[config.mk]
export PLATFORM = sky130hd
export DESIGN_NAME = branch_resolve_flat
export DESIGN_NICKNAME = d
export VERILOG_FILES = /design/src/rtl/branch_resolve_if.sv /design/src/rtl/branch_resolve.sv /design/src/flat_wrapper.sv
export SDC_FILE = /design/constraint.sdc
export NUM_CORES = 1
export LEC_CHECK = 0
export ABC_AREA = 1
export BUFFER_PORTS_ARGS = -buffer_cell sky130_fd_sc_hd__buf_2
export CAP_MARGIN = 20
export CORE_ASPECT_RATIO = 1.4
export CORE_MARGIN = 5
export CORE_UTILIZATION = 35
export CTS_BUF_LIST = sky130_fd_sc_hd__clkbuf_8
export CTS_CLUSTER_DIAMETER = 150
export CTS_CLUSTER_SIZE = 25
export DETAILED_ROUTE_END_ITERATION = 8
export GPL_TIMING_DRIVEN = 1
export HOLD_SLACK_MARGIN = 0.15
export MAX_ROUTING_LAYER = met4
export PLACE_DENSITY = 0.58
export SETUP_SLACK_MARGIN = 0.15
export SLEW_MARGIN = 40
export SYNTH_ARGS = -nofsm -noshare
export SYNTH_HDL_FRONTEND = slang
export SYNTH_SLANG_ARGS = --single-unit
export TNS_END_PERCENT = 10
[constraint.sdc]
create_clock -name clk -period 14.3 [get_ports clk]
set_clock_uncertainty 0.2 [all_clocks]
set_input_delay 2.86 -clock clk [delete_from_list [all_inputs] [get_ports clk]]
set_output_delay 2.86 -clock clk [all_outputs]
set_load 0.01 [all_outputs]
[src/rtl/branch_resolve_if.sv]
// Bus between the execute-stage branch resolver and its neighbours: fetch lookup,
// the resolving branch, redirect/flush outputs and statistics.
interface branch_resolve_if;
    logic [31:0] if_pc;
    logic        pred_taken;
    logic        br_valid;
    logic [2:0]  br_funct3;
    logic [31:0] br_pc;
    logic [31:0] br_imm;
    logic        br_pred_taken;
    logic [2:0]  cmp_result;
    logic        redirect_valid;
    logic [31:0] redirect_pc;
    logic        flush;
    logic [31:0] br_count;
    logic [31:0] mispred_count;

    // Pipeline side: drives fetch PC and the resolving branch, consumes redirect/flush.
    modport master (
        output if_pc, br_valid, br_funct3, br_pc, br_imm, br_pred_taken, cmp_result,
        input  pred_taken, redirect_valid, redirect_pc, flush, br_count, mispred_count
    );

    modport slave (
        input  if_pc, br_valid, br_funct3, br_pc, br_imm, br_pred_taken, cmp_result,
        output pred_taken, redirect_valid, redirect_pc, flush, br_count, mispred_count
    );
endinterface

[src/rtl/branch_resolve.sv]
// Resolves conditional branches from comparator flags, updates the 2-bit BHT,
// and issues a registered redirect plus a multi-cycle flush on mispredict.
module branch_resolve #(
    parameter int INDEX_BITS   = 6,
    parameter int FLUSH_CYCLES = 2
) (
    input  logic              clk,
    input  logic              rst,
    branch_resolve_if.slave   bus,
    output logic [1:0]        dbg_state
);
    localparam int ENTRIES = 1 << INDEX_BITS;
    localparam logic [3:0] FLUSH_LOAD = 4'(FLUSH_CYCLES - 1);

    typedef enum logic [1:0] {IDLE = 2'd0, REDIRECT = 2'd1, FLUSH = 2'd2} state_t;

    state_t      state, next_state;
    logic [3:0]  flush_cnt, next_cnt;
    logic [1:0]  bht [ENTRIES];
    logic        legal, actual, mispredict, resolve;
    logic [31:0] target_pc;
    logic [INDEX_BITS-1:0] rd_idx, wr_idx;
    logic        unused_pc_bits;

    // Comparator flags are {EQ, SL, UL}; 010/011 are not branches.
    always_comb begin
        legal  = 1'b1;
        actual = 1'b0;
        unique case (bus.br_funct3)
            3'b000:  actual =  bus.cmp_result[2];
            3'b001:  actual = ~bus.cmp_result[2];
            3'b100:  actual =  bus.cmp_result[1];
            3'b101:  actual = ~bus.cmp_result[1];
            3'b110:  actual =  bus.cmp_result[0];
            3'b111:  actual = ~bus.cmp_result[0];
            default: legal  = 1'b0;
        endcase
    end

    assign resolve    = bus.br_valid && legal && (state == IDLE);
    assign mispredict = actual != bus.br_pred_taken;
    assign target_pc  = actual ? bus.br_pc + bus.br_imm : bus.br_pc + 32'd4;

    assign rd_idx = bus.if_pc[INDEX_BITS+1:2];
    assign wr_idx = bus.br_pc[INDEX_BITS+1:2];
    assign unused_pc_bits = ^{bus.if_pc[31:INDEX_BITS+2], bus.if_pc[1:0]};

    // Read returns pre-edge contents, so same-index read/write yields the old value.
    assign bus.pred_taken = bht[rd_idx][1];

    always_comb begin
        next_state = state;
        next_cnt   = flush_cnt;
        unique case (state)
            IDLE: begin
                if (resolve && mispredict) next_state = REDIRECT;
            end
            REDIRECT: begin
                if (FLUSH_CYCLES > 1) begin
                    next_state = FLUSH;
                    next_cnt   = FLUSH_LOAD;
                end else begin
                    next_state = IDLE;
                end
            end
            FLUSH: begin
                if (flush_cnt <= 4'd1) begin
                    next_state = IDLE;
                    next_cnt   = 4'd0;
                end else begin
                    next_cnt = flush_cnt - 4'd1;
                end
            end
            default: next_state = IDLE;
        endcase
    end

    always_ff @(posedge clk or posedge rst) begin
        if (rst) begin
            state     <= IDLE;
            flush_cnt <= 4'd0;
        end else begin
            state     <= next_state;
            flush_cnt <= next_cnt;
        end
    end

    assign bus.redirect_valid = (state == REDIRECT);
    assign bus.flush          = (state != IDLE);
    assign dbg_state          = state;

    always_ff @(posedge clk or posedge rst) begin
        if (rst) begin
            bus.redirect_pc   <= 32'd0;
            bus.br_count      <= 32'd0;
            bus.mispred_count <= 32'd0;
        end else if (resolve) begin
            if (mispredict) bus.redirect_pc <= target_pc;
            if (bus.br_count != 32'hFFFF_FFFF) bus.br_count <= bus.br_count + 32'd1;
            if (mispredict && bus.mispred_count != 32'hFFFF_FFFF)
                bus.mispred_count <= bus.mispred_count + 32'd1;
        end
    end

    always_ff @(posedge clk or posedge rst) begin
        if (rst) begin
            for (int i = 0; i < ENTRIES; i++) bht[i] <= 2'b01;
        end else if (resolve) begin
            if (actual && bht[wr_idx] != 2'b11)       bht[wr_idx] <= bht[wr_idx] + 2'd1;
            else if (!actual && bht[wr_idx] != 2'b00) bht[wr_idx] <= bht[wr_idx] - 2'd1;
        end
    end
endmodule

[src/flat_wrapper.sv]
// flat-port wrapper written by rule: the top's interface ports become plain ports
module branch_resolve_flat 
#(
    parameter int INDEX_BITS   = 6,
    parameter int FLUSH_CYCLES = 2
)
  (clk, rst, dbg_state, bus_if_pc, bus_br_valid, bus_br_funct3, bus_br_pc, bus_br_imm, bus_br_pred_taken, bus_cmp_result, bus_pred_taken, bus_redirect_valid, bus_redirect_pc, bus_flush, bus_br_count, bus_mispred_count);
  branch_resolve_if bus_i ();
  input  logic clk;
  input  logic rst;
  output logic [1:0] dbg_state;
  input wire logic [$bits(bus_i.if_pc)-1:0] bus_if_pc;
  input wire logic [$bits(bus_i.br_valid)-1:0] bus_br_valid;
  input wire logic [$bits(bus_i.br_funct3)-1:0] bus_br_funct3;
  input wire logic [$bits(bus_i.br_pc)-1:0] bus_br_pc;
  input wire logic [$bits(bus_i.br_imm)-1:0] bus_br_imm;
  input wire logic [$bits(bus_i.br_pred_taken)-1:0] bus_br_pred_taken;
  input wire logic [$bits(bus_i.cmp_result)-1:0] bus_cmp_result;
  output wire logic [$bits(bus_i.pred_taken)-1:0] bus_pred_taken;
  output wire logic [$bits(bus_i.redirect_valid)-1:0] bus_redirect_valid;
  output wire logic [$bits(bus_i.redirect_pc)-1:0] bus_redirect_pc;
  output wire logic [$bits(bus_i.flush)-1:0] bus_flush;
  output wire logic [$bits(bus_i.br_count)-1:0] bus_br_count;
  output wire logic [$bits(bus_i.mispred_count)-1:0] bus_mispred_count;
  assign bus_i.if_pc = bus_if_pc;
  assign bus_i.br_valid = bus_br_valid;
  assign bus_i.br_funct3 = bus_br_funct3;
  assign bus_i.br_pc = bus_br_pc;
  assign bus_i.br_imm = bus_br_imm;
  assign bus_i.br_pred_taken = bus_br_pred_taken;
  assign bus_i.cmp_result = bus_cmp_result;
  assign bus_pred_taken = bus_i.pred_taken;
  assign bus_redirect_valid = bus_i.redirect_valid;
  assign bus_redirect_pc = bus_i.redirect_pc;
  assign bus_flush = bus_i.flush;
  assign bus_br_count = bus_i.br_count;
  assign bus_mispred_count = bus_i.mispred_count;
  branch_resolve #(.INDEX_BITS(INDEX_BITS), .FLUSH_CYCLES(FLUSH_CYCLES)) u_core (.clk(clk), .rst(rst), .bus(bus_i), .dbg_state(dbg_state));
endmodule
Word-level counts from Yosys, hierarchy flattened
Cells that the tools add are included.
{ "word_totals": {"ff_bits": 230, "inputBits": 106, "output_inout_bits": 101, "wordCells": 138} }
{ "op_classes": {"add_sub_neg": 7, "n_lt_le_gt_ge": 4, "eq_ne": 13, "n_mux": 20, "bitwise_logic": 5, "reduce_logical": 20} }
{ "op_table": {"columns": ["operator", "n"], "rows": [
  ["$bwmux 128", 2],
  ["$mux 128", 2],
  ["$add 32x1->32 const B", 2],
  ["$ne 32x32->1 const B", 2],
  ["$add 32x3->32 const B", 1],
  ["$add 32x32->32", 1],
  ["$mux 32", 1],
  ["$bmux 2 s6", 2],
  ["$ge 7x7->1 const B", 2],
  ["$mux 2", 7],
  ["$not 6->7", 2],
  ["$demux 2 s6", 1],
  ["$eq 3x3->1 const B", 4],
  ["$reduce_and 2->1", 5],
  ["$pmux 4 s2", 1],
  ["$reduce_bool 2->1", 4],
  ["$logic_and 1x1->1", 7],
  ["$lt 7x1->1 const B", 1],
  ["$pmux 1 s6", 1],
  ["$pmux 2 s3", 1],
  ["$reduce_or 6->1", 1],
  ["$le 4x1->1 const B", 1],
  ["$mux 4", 1],
  ["$ne 2x2->1 const B", 2],
  ["13 further kinds", 15]
]} }

Longest topological paths before layout
Gate-level depths: netlist of the first run.
{ "logic_depth": {"depth_word": 8, "depth_mapped": 23} }

Worst setup path after synthesis of the first run
OpenSTA, ideal clock, no wires.
{ "synth_timing": {"kind": "input-to-output", "from": "input port bus_if_pc[3]", "to": "output port bus_pred_taken", "t_arrival_ns": 3.946, "required_ns": 11.240, "slack_ns": 7.294, "cell_stages": 10, "path_buffers": 2, "cell_sequence": "clkbuf_1 clkbuf_1 o21ai_0 o22ai_1 nand2_1 nand2_1 nand2_1 nand3_1 nand3b_1 nand2_1"} }
{ "synth_between": {"elab_chain_len": 4} }
{ "synth_rtl": {"columns": ["item", "line_no", "rtl"], "rows": [
  ["start: declaration", "flat_wrapper.sv:12", "input wire logic [$bits(bus_i.if_pc)-1:0] bus_if_pc;"],
  ["$not 6->7 (implied by the code)", "branch_resolve.sv:49", "assign bus.pred_taken = bht[rd_idx][1];"],
  ["$bmux 2 s6", "branch_resolve.sv:49", null],
  ["$mux 2 (implied by the code) (2 in series)", "branch_resolve.sv:49", null],
  ["end: declaration", "flat_wrapper.sv:19", "output wire logic [$bits(bus_i.pred_taken)-1:0] bus_pred_taken;"]
]} }
Every way passes these cells. The select of a mux whose other input is x is not followed.

Final worst setup path of the first run
{ "layout_timing": {"from": "input port bus_if_pc[2]", "to": "output port bus_pred_taken"} }
Same word-level chain as after synthesis.

==> results of run 1 <==
-- layer usage --
layer	global-route usage	vias to the layer above
met5	-	-
met4	0.0625	0
met3	0.0210	91
met2	0.365	470
met1	0.255	7491
li1	-	7975
-- worst max-delay path, cell delays in order --
cell and delay [ns]:
buf_2 0.51, inv_2 0.42, o21ai_0 0.26, a21oi_1 0.07, o21ai_1 0.31, nand2_1 0.10, nand3_1 0.08, nand3b_1 0.08
nand2_1 0.10, buf_2 0.14
-- path summary, 6_finish.rpt --
path	endpoint	from	slack (ns)
hold / removal	flip-flop	flip-flop	0.28
setup / recovery	bus_pred_taken	bus_if_pc[2]	6.29
setup reg to reg	u_core.bht[57]	flip-flop	9.98
hold reg to reg	flip-flop	flip-flop	0.28
min in group asynchronous	u_core.bus.br_count[27]	rst	2.13
max in group asynchronous	u_core.flush_cnt[0]	rst	9.93
-- synth_stat cells, types with 27 or more instances --
master,count,share of area
xnor2_1,27,0.015
nand4_1,27,0.011
o21ai_1,31,0.0097
dfrtp_1,166,0.26
dfstp_2,64,0.11
nand3_1,90,0.028
inv_1,326,0.077
ha_1,42,0.033
nand2_1,950,0.22
nor2_1,295,0.069
o22ai_1,29,0.011
o21ai_0,146,0.046
nor3_1,45,0.014
a21oi_1,54,0.017
xor2_1,45,0.025
-- final cells by class --
type	count	area, sq um
Inverter	336	1270
Clock buffer	13	179
Timing Repair Buffer	189	972
Sequential cell	230	5840
Fill cell	4890	27500
Multi-Input combinational cell	1846	8560
Antenna cell	5	12.5
Tap cell	611	764
Clock inverter	9	53.8
-- report_power, final --
group / internal, mW / switching, mW / total (mW)
clock network: 0.0911 / 0.235 / 0.326
logic: 0.207 / 0.391 / 0.598
registers: 0.776 / 0.0885 / 0.865
-- layout by cell type (no fill, tap or decap), types with 8 or more instances in the layout --
cell	instances
o21ai_0	146
nand3b_1	8
nor3_1	45
a22oi_1	8
nand3_1	88
dfrtp_1	166
nor2_1	294
a21oi_1	54
inv_1	331
a21boi_0	13
o22ai_1	29
buf_4	8
clkbuf_8	13
xor2_1	45
nand4_1	27
dfstp_2	64
nand2_1	949
buf_2	180
o21ai_1	31
ha_1	42
xnor2_1	27
-- kinds of logic (layout without fill, tap and decap cells) --
logic type,count (synthesis),in the layout,synth area share
flops,230,230,0.366
other cells,0,5,0
buf+inv,400,547,0.101
simple gates,1433,1433,0.358
xor+xnor,73,73,0.0405
compound gates,297,297,0.101
fa+ha+maj,43,43,0.0342
-- through the flow --
stage / area, sq um / setup WS [ns] / std cells / util
6_report: 17600 / 6.29 / 3239 / 0.391
5_1_grt: 17600 / 6.18 / 3239 / 0.391
4_1_cts: 17600 / 6.34 / 3234 / 0.391
3_5_place_dp: 17400 / 6.02 / 3212 / 0.386
3_3_place_gp: 17400 / 6.01 / 3212 / 0.385
2_1_floorplan: 16000 / 5.04 / 2476 / -
==> impl_metrics.tcl, run 1 <==
set metrics [dict create \
    clk_pin_slew_ns 0.10 \
    setup_viol 0 \
    routed.top_layer "met4" \
    synth_cells 2476 \
    cts_buffers 13 \
    synth_edf_count 0 \
    viasPerCell 4.95 \
    globalplace.congestion 0.944 \
    wl_met3_microns 2720 \
    rows 92 \
    cts_num_sinks 230 \
    yosysUniqueCellTypes 42 \
    critPathArrivalTime_ns 4.95 \
    tightest_slew_ns 0.794 \
    nNetsFinal 2765 \
    synth_area_per_cell_sq_um 6.45 \
    post-dp-hpwl_microns 38500 \
    clk_path_buf_depth 3 \
    die_x_microns 191 \
    cts_tree "done" \
    hold_path_class "reg2reg" \
    power_mw 1.79 \
    grt_start_max_net_pins 113 \
    drive_gt1_frac 0.113 \
    cts_setup_buffers 0 \
    synthFlopType "dfrtp_1" \
    start_kind "input port" \
    clock_latency_ns 0.58 \
    die_height_microns 263 \
    via_count 16027 \
    port_buffers 180 \
    hold_ws_ns 0.276 \
    area_growth_pct 10.5 \
    num_io_pins 207 \
    drc 0 \
    ir_drop_v 0.0000534 \
    synth_area_sq_um 16000 \
    drt.antenna.violating_nets 0 \
    syn_nets 2625 \
    drtIter0Drc 1300 \
    grt_pass1_wl_microns 83200 \
    cp_max_fo 34 \
    start_util 0.354 \
    cts_resized 0 \
    worstSetupPathType "in2out" \
    core_sq_um 45100 \
    drv_slew 0 \
    synthArstFlopShare 1.00 \
    ys_ff_latch 230 \
    rsz0062_at_grt "no" \
    gr-total-overflow 0 \
    antenna_found_initial 5 \
    cellPowerDensity_nw_per_um2 101 \
    slew_headroom 0.470 \
    grt_pass1_vias 15480 \
    fin_crit_sh 0.560 \
    seq_area_frac_synth 0.366 \
    status "completed" \
    required_ns 11.24 \
    drv_cap 0 \
    wl_per_cell_microns 16.2 \
    ff2ff_path_depth 17 \
    min_path_cells 2 \
    finalHoldViolCount 0 \
    synth_warnings 0 \
    fin_crit_ns 8.01 \
    setup_tns_ns 0 \
    m1WireLength_microns 21900 \
    cp-end-kind "primary output" \
    power_leakage_nw 9.04 \
    htreeDepth 1 \
    clock-root-buffer "clkbuf_8" \
    routed_wl_microns 52300 \
    wl_met2_microns 26100 \
    first_pass_iters 6 \
    cts_hold_buf 0 \
    grtUsageTotal 0.209 \
    fmax_ghz 0.125 \
    dieArea_sq_um 50000 \
]
Note: power is estimated with default switching activity, not from simulation.
==> run 2: changes to the inputs <==
--- a/config.mk
+++ b/config.mk
@@ -18,7 +18,7 @@
 export GPL_TIMING_DRIVEN = 1
 export HOLD_SLACK_MARGIN = 0.15
 export MAX_ROUTING_LAYER = met4
-export PLACE_DENSITY = 0.58
+export PLACE_DENSITY = 0.6
 export SETUP_SLACK_MARGIN = 0.15
 export SLEW_MARGIN = 40
 export SYNTH_ARGS = -nofsm -noshare
==> constraint.sdc (replaced) <==
create_clock -name clk -period 7.1 [get_ports clk]
set_clock_uncertainty 0.2 [all_clocks]
set_input_delay 1.42 -clock clk [delete_from_list [all_inputs] [get_ports clk]]
set_output_delay 1.42 -clock clk [all_outputs]
set_load 0.01 [all_outputs]
==> impl_metrics.tcl, run 2 (synthesis results as in run 1) <==
set metrics [dict create \
    worstPathCellList "buf_2 -> inv_2 -> nand3_1 -> o22ai_1 -> nor2_1 -> nand2_1 -> nand2_1 -> nand2_1 -> nor2_1 -> nand2_2 -> inv_1 -> ha_1 -> nand2_1 -> nand4_1 -> nor2_1 -> inv_1 -> nand2_1 -> o21ai_1" \
    rows 92 \
    status "completed" \
    globalplace.congestion 0.958 \
    drtIter0Drc 1021 \
    grtUsageTotal 0.203 \
    htreeDepth 1 \
    viasPerCell 4.90 \
    die_x_microns 191 \
    start_kind "input port" \
    drt.antenna.violating_nets 0 \
    drc 0 \
    regArea_sq_um 5840 \
    setup_tns_ns 0 \
    dieArea_sq_um 50000 \
    cp_max_fo 29 \
    setup_viol 0 \
    drv_slew 0 \
    cts_setup_buffers 0 \
    slew_headroom 0.498 \
    hold_path_class "reg2reg" \
    core_sq_um 45100 \
    fin_crit_sh 0.736 \
    first_pass_iters 6 \
    slowest_stage "nand3_1" \
    post-dp-hpwl_microns 38400 \
    cts_tree "done" \
    final_cell_mix "nand2_1 (949), inv_1 (331), nor2_1 (295), buf_2 (180), dfrtp_1 (166)" \
    grt_start_max_net_pins 144 \
    worstSetupPathType "in2reg" \
    ir_drop_v 0.000114 \
    tightest_slew_ns 0.750 \
    die_height_microns 263 \
    fin_crit_ns 5.23 \
    clk_pin_slew_ns 0.14 \
    clock-root-buffer "clkbuf_8" \
    cellPowerDensity_nw_per_um2 202 \
    cts_num_sinks 230 \
    rsz0062_at_grt "no" \
    power_leakage_nw 9.08 \
    cp-end-kind "flip-flop" \
    clk_path_buf_depth 3 \
    multi_input_area_sq_um 8550 \
    drv_cap 0 \
    required_ns 7.28 \
    num_io_pins 207 \
    routed_wl_microns 51200 \
    port_buffers 180 \
    via_count 15933 \
    final_common_cell "nand2_1" \
    fillers 4868 \
    grt_pass1_vias 15434 \
    antenna_found_initial 8 \
    final_core_util 0.393 \
    clock_latency_ns 0.58 \
    grt_pass1_wl_microns 81300 \
    nNetsFinal 2772 \
    cp_common_cell "nand2_1" \
    critPathArrivalTime_ns 5.41 \
    finalHoldViolCount 0 \
    cts_resized 0 \
    drive_gt1_frac 0.114 \
    area_growth_pct 11.1 \
    cts_buffers 13 \
    gr-total-overflow 0 \
    cp_slowest_stage_delay_ns 0.74 \
    cts_hold_buf 0 \
    wl_per_cell_microns 15.7 \
    fmax_ghz 0.191 \
    start_util 0.354 \
]
-- run 2: final timing paths --
path,start,endpoint,slack [ns],cells past startpoint
setup / recovery,bus_br_pc[2],u_core.bht[113],1.87,18
hold / removal,flip-flop,flip-flop,0.28,2
setup reg to reg,flip-flop,u_core.bht[113],3.62,16
hold reg to reg,flip-flop,flip-flop,0.28,2
max in group asynchronous,rst,asynchronous set/reset pin,4.95,4
min in group asynchronous,rst,u_core.bus.br_count[1],0.61,2
-- run 2: critical path, delay by kind of cell --
family	cells	cell delay, ns
AOI/OAI and AO/OA	2	0.46
buffers and inverters	4	0.84
and+or+nand+nor	11	2.43
adders and majority gates	1	0.23
-- run 2: through the flow --
| stage | area, sq um | worst slack, ns | hold slack (ns) | instances | power [mW] |
|---|---|---|---|---|---|
| finish | 17700 | 1.87 | 0.277 | 3249 | 3.58 |
| CTS | 17700 | 1.92 | 0.279 | 3239 | 3.63 |
| floorplan | 16000 | 2.52 | 0.246 | 2476 | 2.52 |
| global placement | 17400 | 1.42 | 0.253 | 3217 | 2.94 |
| global route | 17700 | 1.55 | 0.294 | 3249 | 3.83 |
| detailed placement | 17400 | 1.32 | 0.256 | 3217 | 2.97 |
-- run 2: metal layers --
| layer | GRT usage | share of wire | vias to the layer above |
|---|---|---|---|
| li1 | - | - | 8030 |
| met1 | 0.244 | 0.41 | 7376 |
| met2 | 0.359 | 0.50 | 447 |
| met3 | 0.0198 | 0.052 | 80 |
| met4 | 0.0627 | 0.032 | 0 |
| met5 | - | 0 | - |
-- run 2: area by class of cell --
class / instances / area share
clock inverter: 9 / 0.00303
inverter: 336 / 0.0713
clock buffer: 13 / 0.0101
tap: 611 / 0.0431
antenna: 8 / 0.00113
timing repair buffer: 196 / 0.0601
sequential: 230 / 0.329
multi-input combinational: 1846 / 0.482
-- run 2: power by group --
part           switching (mW)  total (mW)  internal, mW
clock network           0.458       0.642         0.184
registers               0.179        1.74          1.56
logic                   0.777        1.20         0.421
total                    1.41        3.58          2.17
==> run 3: changes to the inputs <==
==> constraint.sdc (replaced) <==
create_clock -name clk -period 4.8 [get_ports clk]
set_clock_uncertainty 0.2 [all_clocks]
set_input_delay 0.96 -clock clk [delete_from_list [all_inputs] [get_ports clk]]
set_output_delay 0.96 -clock clk [all_outputs]
set_load 0.01 [all_outputs]
==> impl_metrics.tcl, run 3 (synthesis results as in run 1) <==
set metrics [dict create \
    setup_tns_ns 0 \
    grt_pass1_wl_microns 82200 \
    drv_slew 0 \
    clk_pin_slew_ns 0.14 \
    rows 92 \
    die_x_microns 191 \
    regArea_sq_um 5840 \
    worstSetupPathType "in2reg" \
    ff2ff_path_depth 17 \
    status "completed" \
    tightest_slew_ns 0.772 \
    cellPowerDensity_nw_per_um2 298 \
    clk_path_buf_depth 3 \
    finalHoldViolCount 0 \
    drt.antenna.violating_nets 0 \
    drc 0 \
    num_io_pins 207 \
    multi_input_area_sq_um 8540 \
    via_count 15962 \
    critPathArrivalTime_ns 4.27 \
    drtIter0Drc 1183 \
    cts_setup_buffers 0 \
    cts_hold_buf 0 \
    nNetsFinal 2786 \
    final_cell_mix "nand2_1 (949), inv_1 (332), nor2_1 (295), buf_2 (180), dfrtp_1 (166)" \
    r2r_slack_ns 1.56 \
    cp-end-kind "flip-flop" \
    required_ns 5.04 \
    ir_drop_v 0.000154 \
    port_buffers 180 \
    gr-total-overflow 0 \
    htreeDepth 1 \
    final_area_sq_um 17800 \
    grt_start_max_net_pins 86 \
    slew_headroom 0.485 \
    drive_gt1_frac 0.118 \
    antenna_found_initial 4 \
    dieArea_sq_um 50000 \
    cp_max_fo 11 \
    routed_wl_microns 51500 \
    clock_latency_ns 0.58 \
    core_sq_um 45100 \
    dpl-instance-area_sq_um 17600 \
    setup_viol 0 \
    start_util 0.354 \
    clock-root-buffer "clkbuf_8" \
    grtUsageTotal 0.207 \
    first_pass_iters 6 \
    fin_crit_ns 4.03 \
    power_leakage_nw 9.14 \
    grt_pass1_vias 15379 \
    fillers 4922 \
    cts_resized 0 \
    rsz0062_at_grt "no" \
    die_height_microns 263 \
    cts_num_sinks 230 \
    drv_cap 0 \
    hold_path_class "reg2reg" \
    final_common_cell "nand2_1" \
    wl_per_cell_microns 15.8 \
    globalplace.congestion 0.944 \
    viasPerCell 4.90 \
    fmax_ghz 0.248 \
    min_path_cells 2 \
    cts_tree "done" \
    start_kind "input port" \
    area_growth_pct 11.5 \
    hold_ws_ns 0.275 \
    cts_buffers 13 \
    post-dp-hpwl_microns 38700 \
    fin_crit_sh 0.840 \
]
[run 3: cell count changes in the layout (fill, tap and decap cells not counted)]
cell / before / now
buf_6: 0 / 2
clkinvlp_4: 2 / 1
buf_16: 1 / 0
inv_1: 331 / 332
nand3_4: 1 / 0
diode_2: 8 / 4
nand3_2: 5 / 6
buf_4: 13 / 26
inv_2: 7 / 6
[run 3: critical path: stages]
cell and delay (ns):
buf_2 0.31, inv_2 0.22, nand3_2 0.13, clkinv_1 0.43, nand2_1 0.18, nand2_1 0.08, inv_1 0.05, nand3_1 0.06
o21ai_0 0.16, nand2_1 0.10, nor2_1 0.12, nand2_1 0.10, ha_1 0.22, nand2_1 0.09, buf_4 0.14, nand4_1 0.37
nor2_1 0.29, inv_1 0.10, nand2_1 0.06, o21ai_0 0.07
[run 3: metrics by stage]
stage	util	power (mW)	cells	worst slack, ns
final	0.395	5.31	3258	0.766
after global routing	0.395	5.69	3258	0.527
after CTS	0.394	5.38	3254	0.834
after detailed placement	0.389	4.41	3233	0.232
after global placement	0.389	4.37	3233	0.263
after floorplan	-	3.72	2476	0.684
[run 3: metal layers]
layer | track usage | part of all wire | vias up
li1 | - | - | 8025
met1 | 0.253 | 0.41 | 7393
met2 | 0.357 | 0.50 | 446
met3 | 0.0203 | 0.053 | 98
met4 | 0.0697 | 0.037 | 0
met5 | - | 0 | -
[run 3: power by group]
part | total, mW | internal (mW) | switching, mW
sequential | 2.57 | 2.31 | 0.256
combinational | 1.79 | 0.638 | 1.16
clock | 0.945 | 0.269 | 0.676
[run 3: final cells by class]
class	instances	share of cell area
Inverter	336	0.0711
Timing Repair Buffer	210	0.0651
Sequential cell	230	0.328
Tap cell	611	0.0429
Clock buffer	13	0.0101
Antenna cell	4	0.000562
Clock inverter	8	0.00260
Multi-Input combinational cell	1846	0.480
[run 3: final timing paths]
kind / end / start
min in group asynchronous: u_core.bus.br_count[5] / rst
max in group asynchronous: u_core.bht[85] / rst
min reg2reg: flip-flop / flip-flop
min: flip-flop / flip-flop
max reg2reg: flip-flop / flip-flop
max: u_core.bht[49] / bus_br_pc[4]
